===== src/rtl/reg_file_pkg.sv =====
// reg_file_pkg: shared types, defaults and helpers for the register file
// No ports; imported by reg_file_param and reg_file_rd_port.
package reg_file_pkg;

    localparam int DEF_WIDTH = 16;
    localparam int DEF_DEPTH = 8;

    typedef logic [0:0] state_t;
    localparam state_t IDLE  = 1'b0;
    localparam state_t CLEAR = 1'b1;

    function automatic int clog2(input int n);
        int r;
        r = 0;
        while ((1 << r) < n) r++;
        return r;
    endfunction

endpackage


===== src/rtl/reg_file_rd_port.sv =====
// reg_file_rd_port: one registered read port with zero-entry check and write bypass
// Ports:
//   clk, reset      clock and synchronous active-high reset
//   re, ra          read enable and address
//   busy            clear engine active; output holds while set
//   wr_acc, wa, wd  accepted write this cycle, its address and data (bypass source)
//   mem             full storage array
//   rd              registered read data, holds when not enabled
module reg_file_rd_port
    import reg_file_pkg::*;
#(
    parameter int WIDTH    = DEF_WIDTH,
    parameter int DEPTH    = DEF_DEPTH,
    parameter bit ZERO_REG = 1'b0,
    localparam int AW      = clog2(DEPTH)
) (
    input  logic                         clk,
    input  logic                         reset,
    input  logic                         re,
    input  logic [AW-1:0]                ra,
    input  logic                         busy,
    input  logic                         wr_acc,
    input  logic [AW-1:0]                wa,
    input  logic [WIDTH-1:0]             wd,
    input  logic [DEPTH-1:0][WIDTH-1:0]  mem,
    output logic [WIDTH-1:0]             rd
);

    logic [WIDTH-1:0] nxt;

    // Zero entry beats bypass, bypass beats the stored value.
    always_comb nxt = (ZERO_REG && ra == '0) ? '0 : (wr_acc && wa == ra) ? wd : mem[ra];

    always_ff @(posedge clk)
        if (reset)
            rd <= '0;
        else if (re && !busy)
            rd <= nxt;

endmodule


===== src/rtl/reg_file_param.sv =====
// reg_file_param: DEPTH x WIDTH register file, one write port, two registered read ports, sequential clear
// Ports:
//   clk, reset         clock and synchronous active-high reset
//   we, wa, wd         write enable, address, data
//   clr                start sequential clear of every entry
//   re_a, ra_a, rd_a   read port A
//   re_b, ra_b, rd_b   read port B
//   busy               clear engine active
//   wr_drop            sticky: a write arrived while busy
module reg_file_param
    import reg_file_pkg::*;
#(
    parameter int WIDTH    = DEF_WIDTH,
    parameter int DEPTH    = DEF_DEPTH,
    parameter bit ZERO_REG = 1'b0,
    localparam int AW      = clog2(DEPTH)
) (
    input  logic             clk,
    input  logic             reset,
    input  logic             we,
    input  logic [AW-1:0]    wa,
    input  logic [WIDTH-1:0] wd,
    input  logic             clr,
    input  logic             re_a,
    input  logic [AW-1:0]    ra_a,
    output logic [WIDTH-1:0] rd_a,
    input  logic             re_b,
    input  logic [AW-1:0]    ra_b,
    output logic [WIDTH-1:0] rd_b,
    output logic             busy,
    output logic             wr_drop
);

    state_t                       state;
    logic [AW-1:0]                ptr;
    logic [DEPTH-1:0][WIDTH-1:0]  mem;
    logic                         wr_acc;

    assign busy   = (state == CLEAR);
    assign wr_acc = we && !busy && !clr && !(ZERO_REG && wa == '0);

    always_ff @(posedge clk)
        if (reset) begin
            state   <= IDLE;
            ptr     <= '0;
            mem     <= '0;
            wr_drop <= 1'b0;
        end else begin
            if (we && busy)
                wr_drop <= 1'b1;
            if (busy) begin
                mem[ptr] <= '0;
                // DEPTH is a power of two, so ptr wraps back to 0 on the last entry.
                ptr <= ptr + 1'b1;
                if (ptr == AW'(DEPTH - 1))
                    state <= IDLE;
            end else if (clr) begin
                state <= CLEAR;
                ptr   <= '0;
            end else if (wr_acc)
                mem[wa] <= wd;
        end

    reg_file_rd_port #(.WIDTH(WIDTH), .DEPTH(DEPTH), .ZERO_REG(ZERO_REG)) u_rd_a (
        .clk(clk), .reset(reset), .re(re_a), .ra(ra_a), .busy(busy),
        .wr_acc(wr_acc), .wa(wa), .wd(wd), .mem(mem), .rd(rd_a)
    );

    reg_file_rd_port #(.WIDTH(WIDTH), .DEPTH(DEPTH), .ZERO_REG(ZERO_REG)) u_rd_b (
        .clk(clk), .reset(reset), .re(re_b), .ra(ra_b), .busy(busy),
        .wr_acc(wr_acc), .wa(wa), .wd(wd), .mem(mem), .rd(rd_b)
    );

endmodule


===== config.mk =====
export PLATFORM = sky130hd
export DESIGN_NAME = reg_file_param
export DESIGN_NICKNAME = d
export VERILOG_FILES = /design/src/rtl/reg_file_pkg.sv /design/src/rtl/reg_file_rd_port.sv /design/src/rtl/reg_file_param.sv
export SDC_FILE = /design/constraint.sdc
export NUM_CORES = 1
export LEC_CHECK = 0
export CORE_MARGIN = 3
export CORE_UTILIZATION = 45
export CTS_CLUSTER_DIAMETER = 60
export CTS_CLUSTER_SIZE = 30
export DETAILED_ROUTE_END_ITERATION = 16
export SLEW_MARGIN = 15
export SYNTH_ARGS = -nofsm -noshare
export SYNTH_HDL_FRONTEND = slang
export SYNTH_SLANG_ARGS = --single-unit

===== constraint.sdc =====
create_clock -name clk -period 3.2 [get_ports clk]
set_clock_uncertainty 0.15 [all_clocks]
set_input_delay 0.64 -clock clk [delete_from_list [all_inputs] [get_ports clk]]
set_output_delay 0.64 -clock clk [all_outputs]
set_load 0.01 [all_outputs]

Word-level counts from Yosys, hierarchy flattened
Cells that the tools add are included.

Add/sub/neg operators: 1. Multiply operators: 0. Div/mod/pow operators: 0. Order comparisons: 6. Equal/unequal tests: 4. Shifts and indexed selects: 0. Multiplexer cells: 19. Bitwise operators: 2. Reductions and logical operators: 14.

Operator list (number): $mux W128 (3); $and A128 B128 Y128 (1); $bwmux W128 (1); $not A128 Y128 (1); $bmux W16 S3 (2); $demux W16 S3 (2); $mux W16 (6); $lt A3 B4 Y1 const B (4); $logic_and A1 B1 Y1 (9); $eq A3 B3 Y1 (2); $ge A3 B1 Y1 const B (2); $mux W3 (2); $reduce_bool A2 Y1 (2); $add A3 B1 Y3 const B (1); $eq A3 B3 Y1 const B (1); $mux W1 (3); $logic_not A1 Y1 (2); $ne A2 B1 Y1 const B (1); $reduce_and A2 Y1 (1).

Bits in registers: 165. Latch bits: 0. Memory bits (writable): 0. Memory bits (read-only): 0. Output and inout bits: 34. Memories kept: 0.

Depth between registers and ports, before layout
Depth after elaboration: 8. Mapped depth: 7. Depth with buffers taken out: 4.

Modules after synthesis
From an unflattened synthesis, not the netlist that was laid out.

Cell total of the unflattened synthesis: 646. Area total of the unflattened synthesis: 7754.9 um^2.

By module, submodules not included: reg_file_param (times used 1, cells each 352, area an instance 4444.3 um^2, seq. area each 2662.6 um^2); reg_file_rd_port (times used 2, cells each 147, area an instance 1655.3 um^2, seq. area each 320.3 um^2).

Least setup slack after synthesis
Ideal clock, no wire load.

Kind: input -> register. From: in wa[2]. To: reg mem[63] (netlist bit). Arrival time: 2.078 ns. Data required time: 2.985 ns. Path slack: 0.906 ns. Stages: 7. Path through: buf_2 -> nor4b_4 -> and3_1 -> buf_4 -> buf_4 -> mux2_2 -> nor2_1.

Longest elaborated chain between the ends: 8. Elaborated cells between the ends (all ways): 9. Classes of those cells: 2 x order compare; 6 x mux; 1 x reduce/logical.

RTL lines: start: declaration (line reg_file_param.sv:21) `input logic [AW-1:0] wa,`; $lt A3 B4 Y1 (not written as such) / $ge A3 B1 Y1 (equally long branches) (line reg_file_param.sv:61) `mem[wa] <= wd;`; $logic_and A1 B1 Y1 (not written as such) (line reg_file_param.sv:61); $mux W16 (not written as such) (line reg_file_param.sv:61); $demux W16 S3 * (line reg_file_param.sv:61); $bwmux W128 * (line reg_file_param.sv:61); $mux W128 * (line reg_file_param.sv:60) `end else if (wr_acc)`; $mux W128 * (line reg_file_param.sv:57) `end else if (clr) begin`; $mux W128 * (line reg_file_param.sv:51) `if (busy) begin`; end signal: indexed assignment (line reg_file_param.sv:61); end: declaration (line reg_file_param.sv:36) `logic [DEPTH-1:0][WIDTH-1:0] mem;`.

Every way passes the cells marked *; elsewhere a longest branch is shown, timed or not. The select of a mux whose other input is x is not followed. A chain may end at the register's enable or synchronous reset.

Worst setup path after layout
From: reg state (netlist: busy). To: out busy.

RTL lines: start: declaration (line reg_file_param.sv:34) `state_t state;`; start signal: assignment (line reg_file_param.sv:44) `state <= IDLE;`; start signal: assignment (line reg_file_param.sv:56) `state <= IDLE;`; start signal: assignment (line reg_file_param.sv:58) `state <= CLEAR;`; end: declaration (line reg_file_param.sv:30) `output logic busy,`.

No word-level cell between the ends.

==> reports/qor.yml <==
switchingPower_mw: 1.12
grt_pass1_vias: 7066
cts_tree: "yes"
p_seq_frac: 0.465
final-setup-viol-count: 0
p_sw_frac: 0.248
synth_area_um2: 8860
intPower_mw: 3.40
gp_congestion: 0.875
cp_top_family: "flip-flops"
cts_made_buffers: 17
synth.area.top_cells: "dfxtp_1 37%, mux4_2 16%, mux2i_1 6.9%, mux2_2 6.5%, nand3b_1 4.1%"
seq_area_um2: 3300
drive_gt1_frac: 0.243
ys_types: 47
hold_viol_final: 0
max-cap-violations: 0
yosysSeqAreaShare: 0.373
avgSynthCellArea_um2: 10.3
synthTopCellsByCount: "165 x dfxtp_1, 86 x nor2_1, 72 x nand2_1"
ant_nets: 0
whs_ns: 0.295
grt_overflow_total: 0
wl_um: 26300
post_cts_buffers: 0
area_growth_pct: 17.0
clock_path_buffers: 2
cp.buffers_inverters: 1
power_density_nw_per_um2: 435
synth_edf_count: 0
p_leak_nw: 3.67
cp_max_fo: 21
row_count: 50
antenna_cells: 0
core_um2: 19000
grt_pass1_wl_um: 40500
clk_pin_slew_worst_paths_ns: 0.06
critPathRequiredTime_ns: 2.41
die_area_um2: 21400
track_usage: 0.245
yosys.area.top_type: "dfxtp_1"
cts_resized: 0
n_fill_cell: 1715
antenna_found_initial: 0
async_reset_ff_frac: 0
peakVddDrop_uv: 382
cp_cell_sequence: "clkdlybuf4s50_1"
ctsHtreeMaxLevel: 4
via_per_inst: 5.99
dr_total_vias: 7027
hp-class: "in2reg"
maxSlewHeadroom: 0.304
start_kind: "flop"
first_pass_iters: 5
clock_latency_ns: 0.42
cts_hold_buf: 0
netlist.area_leader.share: 0.373
synth-seq-cells: 165
synth_warnings: 0
cts.sinks: 165
synth.most_common_cell: "dfxtp_1"
root_buffer: "clkbuf_16"
fin_tns_setup_ns: 0
drc: 0
syn-num-nets: 893
drt_iter0_markers: 718
period_share: 0.845
fp.dieH_um: 146
multi_input_comb_area_um2: 5110
fin_nets: 935
fin_crit_ns: 2.70
synth_flop_cell: "dfxtp_1"
grt_max_degree: 94
critPathKind: "reg2out"
crit_arrival_ns: 1.91
wl_per_cell_um: 22.4
worst_slew_pin_slew_ns: 1.04
io_buffers: 64
clkPwrFrac: 0.439
initial_core_util: 0.466
crit_path_end_kind: "primary output"
hpwl_um: 18100
pwr-share-comb: 0.096
die_w_um: 146
status: "finished, final reports clean"
rsz0062_at_grt: "false"
synthCells: 860
cpMaxStageDelayCell: "dfxtp_1"
max_freq_mhz: 370
slew_violations: 0
pin_count: 65
slowest_delay_ns: 0.81
[state kept, by name, indices dropped and copies added (netlist names)]
name / count
busy: 1
mem: 128
ptr: 3
u_rd_a.rd: 16
u_rd_b.rd: 16
wr_drop: 1
[worst register-to-register path, delay by kind of cell, from the launching register on]
family          cells  cell delay [ns]
compound gates      1             0.12
buf+inv             1             0.19
flops               1             0.55
simple gates        3             1.18
[routing by layer]
layer,up-vias,routed length [um],track usage
met4,0,425,0.0720
met5,-,0,0
met3,40,2000,0.0552
li1,3216,-,-
met2,270,11700,0.367
met1,3501,12200,0.356
[power by group through the flow]
stage,Clock (mW),Sequential (mW),Combinational [mW]
after floorplan,0,2.13,0.270
after global placement,0,2.14,0.421
after global routing,2.10,2.10,0.457
after CTS,2.00,2.10,0.429
final,1.98,2.10,0.432
after detailed placement,0,2.14,0.428
[cell families (layout without fill, tap and decap cells)]
kind of cell	after synthesis	in the layout	share of synthesized area
mux	177	177	0.298
fa+ha+maj	2	2	0.00282
compound gates	102	102	0.0830
flops	165	165	0.373
buf+inv	96	150	0.0511
simple gates	312	312	0.187
xor+xnor	6	6	0.00593
[through the flow]
| stage | util | instances | power, mW | setup WS (ns) | instance area (um^2) |
|---|---|---|---|---|---|
| 6_report | 0.545 | 1174 | 4.51 | 0.497 | 10400 |
| 3_3_place_gp | 0.516 | 1143 | 2.56 | 0.391 | 9800 |
| 5_1_grt | 0.545 | 1174 | 4.66 | 0.382 | 10400 |
| 4_1_cts | 0.545 | 1174 | 4.53 | 0.474 | 10400 |
| 2_1_floorplan | - | 860 | 2.40 | 0.906 | 8860 |
| 3_5_place_dp | 0.516 | 1143 | 2.57 | 0.296 | 9800 |
[final timing paths]
path | slack, ns | depth (start not counted) | end | from
worst max-delay path | 0.50 | 1 | busy | busy$_SDFF_PP0_
worst min-delay path | 0.29 | 2 | wr_drop$_SDFFE_PP0P_ | reset
worst max register to register | 0.88 | 5 | u_rd_a.rd[14]$_SDFFE_PP0P_ | busy$_SDFF_PP0_
worst min register to register | 0.32 | 2 | u_rd_b.rd[6]$_SDFFE_PP0P_ | u_rd_b.rd[6]$_SDFFE_PP0P_
[placed cells by master, fill, tap and decap left out, types with 36 or more instances in the layout]
| cell type | netlist | layout |
|---|---|---|
| nand2_1 | 72 | 72 |
| buf_4 | 4 | 36 |
| nand3_1 | 51 | 51 |
| dfxtp_1 | 165 | 165 |
| clkdlybuf4s50_1 | 0 | 61 |
| nand3b_1 | 48 | 48 |
| mux4_2 | 64 | 64 |
| mux2_2 | 51 | 51 |
| a21oi_1 | 53 | 53 |
| nor2_1 | 86 | 86 |
| mux2i_1 | 61 | 61 |
[final cells by class]
type / instances / share of cell area
sequential: 165 / 0.319
inverter: 14 / 0.00507
clock buffer: 23 / 0.0471
multi-input combinational: 599 / 0.493
timing repair buffer: 105 / 0.0975
tap: 260 / 0.0314
clock inverter: 8 / 0.00724
Power figures use the tool's default switching activity.
